===== config.mk =====
export PLATFORM = sky130hd
export DESIGN_NAME = dmem_mmio_uart
export DESIGN_NICKNAME = d
export VERILOG_FILES = /design/src/rtl/dmem_mmio_uart.sv
export SDC_FILE = /design/constraint.sdc
export NUM_CORES = 1
export LEC_CHECK = 0
export CORE_MARGIN = 4
export CORE_UTILIZATION = 30
export DETAILED_ROUTE_END_ITERATION = 10
export SLEW_MARGIN = 20
export SYNTH_ARGS = -nofsm -noshare
export SYNTH_HDL_FRONTEND = slang
export SYNTH_SLANG_ARGS = --single-unit

===== constraint.sdc =====
create_clock -name clk -period 3.3 [get_ports clk]
set_input_delay 0.66 -clock clk [delete_from_list [all_inputs] [get_ports clk]]
set_output_delay 0.66 -clock clk [all_outputs]
set_load 0.02 [all_outputs]

===== src/rtl/dmem_mmio_uart.sv =====
// MMIO UART transmitter on the CPU data bus: DATA push port, STATUS readback, TX FIFO, 8N1 serializer.
// Reads are combinational; pushes into a full FIFO are dropped and flagged in a sticky overflow bit.
module dmem_mmio_uart #(
   parameter int          CLKS_PER_BIT = 16,
   parameter int          FIFO_DEPTH   = 8,
   parameter logic [31:0] BASE_ADDR    = 32'h1000_0000
) (
   input  logic        clk,
   input  logic        rst,
   input  logic [31:0] dmem_addr,
   input  logic [31:0] dmem_wdata,
   input  logic [3:0]  dmem_wstrb,
   input  logic        dmem_we,
   output logic [31:0] dmem_rdata,
   output logic        uart_tx,
   output logic        tx_busy
);

   localparam int AW = $clog2(FIFO_DEPTH);
   localparam int CW = AW + 1;
   localparam int BW = (CLKS_PER_BIT > 2) ? $clog2(CLKS_PER_BIT) : 1;

   typedef enum logic [1:0] {IDLE, START, DATA, STOP} state_t;

   logic [7:0]    mem [FIFO_DEPTH];
   logic [AW-1:0] rd_ptr, wr_ptr;
   logic [CW-1:0] count;
   logic          overflow;

   state_t        state, state_nxt;
   logic [BW-1:0] baud, baud_nxt;
   logic [2:0]    bit_idx, bit_idx_nxt;
   logic [7:0]    shift, shift_nxt;

   logic          sel, sel_data, sel_status;
   logic          push_req, push_ok, pop, ovf_set, ovf_clr;
   logic          full, empty, baud_done;
   logic [7:0]    head;
   logic [6:0]    count7;
   logic          unused;

   assign sel        = (dmem_addr[31:3] == BASE_ADDR[31:3]);
   assign sel_data   = sel && !dmem_addr[2];
   assign sel_status = sel && dmem_addr[2];

   assign full  = (count == CW'(FIFO_DEPTH));
   assign empty = (count == '0);
   assign head  = mem[rd_ptr];

   assign push_req = dmem_we && sel_data && dmem_wstrb[0];
   // A pop in the same cycle frees a slot, so a push into a full FIFO still lands.
   assign push_ok  = push_req && (!full || pop);
   assign ovf_set  = push_req && full && !pop;
   assign ovf_clr  = dmem_we && sel_status && dmem_wstrb[0] && dmem_wdata[3];

   always_ff @(posedge clk) begin
      if (rst) begin
         rd_ptr   <= '0;
         wr_ptr   <= '0;
         count    <= '0;
         overflow <= 1'b0;
      end else begin
         if (push_ok) begin
            mem[wr_ptr] <= dmem_wdata[7:0];
            wr_ptr      <= wr_ptr + 1'b1;
         end
         if (pop)
            rd_ptr <= rd_ptr + 1'b1;
         case ({push_ok, pop})
            2'b10:   count <= count + 1'b1;
            2'b01:   count <= count - 1'b1;
            default: count <= count;
         endcase
         if (ovf_set)
            overflow <= 1'b1;
         else if (ovf_clr)
            overflow <= 1'b0;
      end
   end

   assign baud_done = (baud == BW'(CLKS_PER_BIT - 1));

   always_ff @(posedge clk) begin
      if (rst) begin
         state   <= IDLE;
         baud    <= '0;
         bit_idx <= '0;
         shift   <= '0;
      end else begin
         state   <= state_nxt;
         baud    <= baud_nxt;
         bit_idx <= bit_idx_nxt;
         shift   <= shift_nxt;
      end
   end

   always_comb begin
      state_nxt   = state;
      baud_nxt    = baud;
      bit_idx_nxt = bit_idx;
      shift_nxt   = shift;
      pop         = 1'b0;
      case (state)
         IDLE: begin
            if (!empty) begin
               pop       = 1'b1;
               shift_nxt = head;
               baud_nxt  = '0;
               state_nxt = START;
            end
         end
         START: begin
            if (baud_done) begin
               baud_nxt    = '0;
               bit_idx_nxt = '0;
               state_nxt   = DATA;
            end else begin
               baud_nxt = baud + 1'b1;
            end
         end
         DATA: begin
            if (baud_done) begin
               baud_nxt = '0;
               if (bit_idx == 3'd7)
                  state_nxt = STOP;
               else
                  bit_idx_nxt = bit_idx + 1'b1;
            end else begin
               baud_nxt = baud + 1'b1;
            end
         end
         STOP: begin
            if (baud_done) begin
               baud_nxt = '0;
               // Chain straight into the next start bit when more data is queued.
               if (!empty) begin
                  pop       = 1'b1;
                  shift_nxt = head;
                  state_nxt = START;
               end else begin
                  state_nxt = IDLE;
               end
            end else begin
               baud_nxt = baud + 1'b1;
            end
         end
         default: state_nxt = IDLE;
      endcase
   end

   always_comb begin
      uart_tx = 1'b1;
      case (state)
         START:   uart_tx = 1'b0;
         DATA:    uart_tx = shift[bit_idx];
         default: uart_tx = 1'b1;
      endcase
   end

   assign tx_busy = (state != IDLE);
   assign count7  = 7'(count);

   always_comb begin
      dmem_rdata = 32'h0;
      if (sel_status)
         dmem_rdata = {21'h0, count7, overflow, tx_busy, empty, full};
   end

   assign unused = ^{dmem_addr[1:0], dmem_wdata[31:8], dmem_wstrb[3:1]};

endmodule


==> flow_metrics.tcl <==
set metrics [dict create \
    run_status "completed" \
    grt_usage 0.103 \
    p_clk_frac 0.415 \
    grt_pass1_vias 2752 \
    synth-seq-area-share 0.555 \
    core_um2 14800 \
    place_inst 568 \
    post-dp-hpwl_um 6120 \
    drive_above_1_share 0.218 \
    cp_data_arrival_time_ns 2.53 \
    critPathRequiredTime_ns 2.64 \
    ant_nets 0 \
    internal_power_uw 2060 \
    hold_viol_final 0 \
    seq_power_share 0.480 \
    ff_latch_area_um2 2540 \
    critPathLaunchType "input pin" \
    synth_top_area_share 0.420 \
    root_buffer "clkbuf_16" \
    setup_tns_ns 0 \
    first_pass_iters 4 \
    grt-ovfl-total 0 \
    yosysTopAreaCell "edfxtp_1" \
    switchingPower_uw 601 \
    nets 481 \
    worstPathMaxFanout 4 \
    p_total_uw 2660 \
    clock_skew_ns 0.00629 \
    num_rows 44 \
    drc 0 \
    avgViaCountPerCell 4.64 \
    synth-seq-cells 95 \
    cts.sinks 95 \
    power_leakage_uw 0.00190 \
    clock.fmax_mhz 313 \
    clk-insertion-delay-late_ns 0.34 \
    multi_input_area_um2 1900 \
    wl_um 8800 \
    diodes 0 \
    clk_pin_slew_worst_paths_ns 0.06 \
    fillerInstances 1372 \
    drt_iter0_drc 127 \
    synth_area_leaders "edfxtp_1 42%, dfxtp_1 14%, mux4_2 8.9%" \
    fin_cells 584 \
    switching_share 0.226 \
    antenna_found_initial 0 \
    yosysUniqueCellTypes 53 \
    hp-class "flop to flop" \
    numPortBuffers 51 \
    drv_slew 0 \
    maxCapViolations 0 \
    wl_per_cell_um 15.1 \
    dr_total_vias 2710 \
    yosys_warnings 0 \
    worstSetupEndpointType "output pin" \
    avgSynthCellArea_um2 14.1 \
    initial_core_util 0.310 \
    die_x_um 132 \
    num_io_pins 105 \
    cts_buffer_depth 2 \
    dieHeight_um 132 \
    die-area_um2 17300 \
    slew_headroom 0.455 \
    layout.cells.most_common "edfxtp_1" \
    p_per_area_nw_per_um2 469 \
    cts_buffers 9 \
    power_frac_comb 0.105 \
    place.gp.congestion 0.729 \
    worstMarginPinSlew_ns 0.816 \
    syn2layout_area_growth_pct 24.1 \
    cts_tree "yes" \
    syn-cell-area_um2 4580 \
    htree_levels 3 \
    grt_max_degree 34 \
    syn_inst 325 \
    layout_common_cells "64 x edfxtp_1, 43 x clkdlybuf4s50_1, 31 x dfxtp_1" \
    final_util 0.385 \
    min_period_over_period 0.967 \
    peakVddDrop_mv 0.335 \
    period_needed_ns 3.19 \
    crit_type "input pin to output pin" \
    setup_violations 0 \
    grt_pass1_wl_um 14300 \
]
[critical path: stages]
cell and delay [ns]:
clkdlybuf4s50_1 0.46, nor4_4 0.34, buf_4 0.17, nand4_1 0.12, buf_4 0.19, nor4_1 0.21, dlygate4sd2_1 0.38
[power groups by stage]
stage	Sequential (µW)	Clock (µW)	Combinational, µW
4_1_cts	1280	1130	277
5_1_grt	1280	1190	309
3_5_place_dp	1300	0	276
2_1_floorplan	1300	0	179
3_3_place_gp	1300	0	268
6_report	1280	1100	280
[through the flow]
stage	area, µm²	setup WS [ns]	hold WS [ns]
finish	5680	0.109	0.479
floorplan	4660	0.226	0.449
global route	5680	-0.00908	0.508
detailed placement	5310	-0.221	0.477
global placement	5310	-0.229	0.465
CTS	5620	0.0921	0.486
[flip-flops by register name, summed over array words and instances (netlist names), named ones only]
| register | count |
|---|---|
| mem | 64 |
| shift | 8 |
| baud | 4 |
| count | 4 |
| bit_idx | 3 |
| rd_ptr | 3 |
| wr_ptr | 3 |
| state | 2 |
| overflow | 1 |
[layout make-up]
cell class | instances | share of cell area
Multi-Input combinational cell | 210 | 0.335
Clock buffer | 9 | 0.0396
Tap cell | 184 | 0.0405
Timing Repair Buffer | 72 | 0.116
Sequential cell | 95 | 0.448
Inverter | 8 | 0.00529
Clock inverter | 6 | 0.0163
[metal layers]
layer	wire length [µm]	share of wire	GRT usage	vias to the layer above
li1	-	-	-	1338
met1	4010	0.46	0.130	1313
met2	4420	0.50	0.175	55
met4	51	0.0058	0.0233	0
met5	0	0	0	-
met3	329	0.037	0.0287	4
[kinds of logic (layout without fill, tap and decap cells)]
kind of cell | Yosys count | in the layout | synth area share
buf+inv | 43 | 95 | 0.0601
simple gates | 101 | 101 | 0.148
fa+ha+maj | 14 | 14 | 0.0399
mux | 37 | 37 | 0.131
other cells | 1 | 24 | 0.000819
flops | 95 | 95 | 0.555
compound gates | 30 | 30 | 0.0571
xor+xnor | 4 | 4 | 0.00765
[path summary, 6_finish.rpt]
path | startpoint | to | slack, ns | depth (start not counted)
min | baud[1]$_SDFFE_PP0P_ | baud[1]$_SDFFE_PP0P_ | 0.48 | 2
min reg2reg | baud[1]$_SDFFE_PP0P_ | baud[1]$_SDFFE_PP0P_ | 0.48 | 2
max | dmem_addr[16] | dmem_rdata[5] | 0.11 | 7
max reg2reg | state[1]$_SDFFE_PP0P_ | count[3]$_SDFFE_PP0P_ | 0.47 | 10
[cell usage after synthesis (all sizes together)]
library cell,count
a211oi,10
a21o,1
a21oi,8
a221oi,1
a41oi,1
and2,8
and3,2
and3b,1
and4,3
buf,32
clkbuf,3
conb,1
dfxtp,31
edfxtp,64
fa,1
ha,13
inv,8
mux2,3
mux2i,16
mux4,18
nand2,7
nand2b,5
nand3,5
nand3b,3
nand4,5
nor2,29
nor2b,6
nor3,3
nor3b,1
nor4,16
nor4b,6
o2111ai,1
o21a,1
o21ai,5
o22ai,1
o31ai,1
or3,1
xnor2,2
xor2,2
[timing repair]
| action | 4_1_cts | 5_1_grt |
|---|---|---|
| endpoints found under the setup margin | 8 | 1 |
| pin swaps | 0 | 2 |
| hold buffers | 0 | 0 |
| setup buffers | 0 | 1 |
| resized for setup | 9 | 11 |
| hold endpoints to repair | 0 | 0 |
Power figures use the tool's default switching activity.
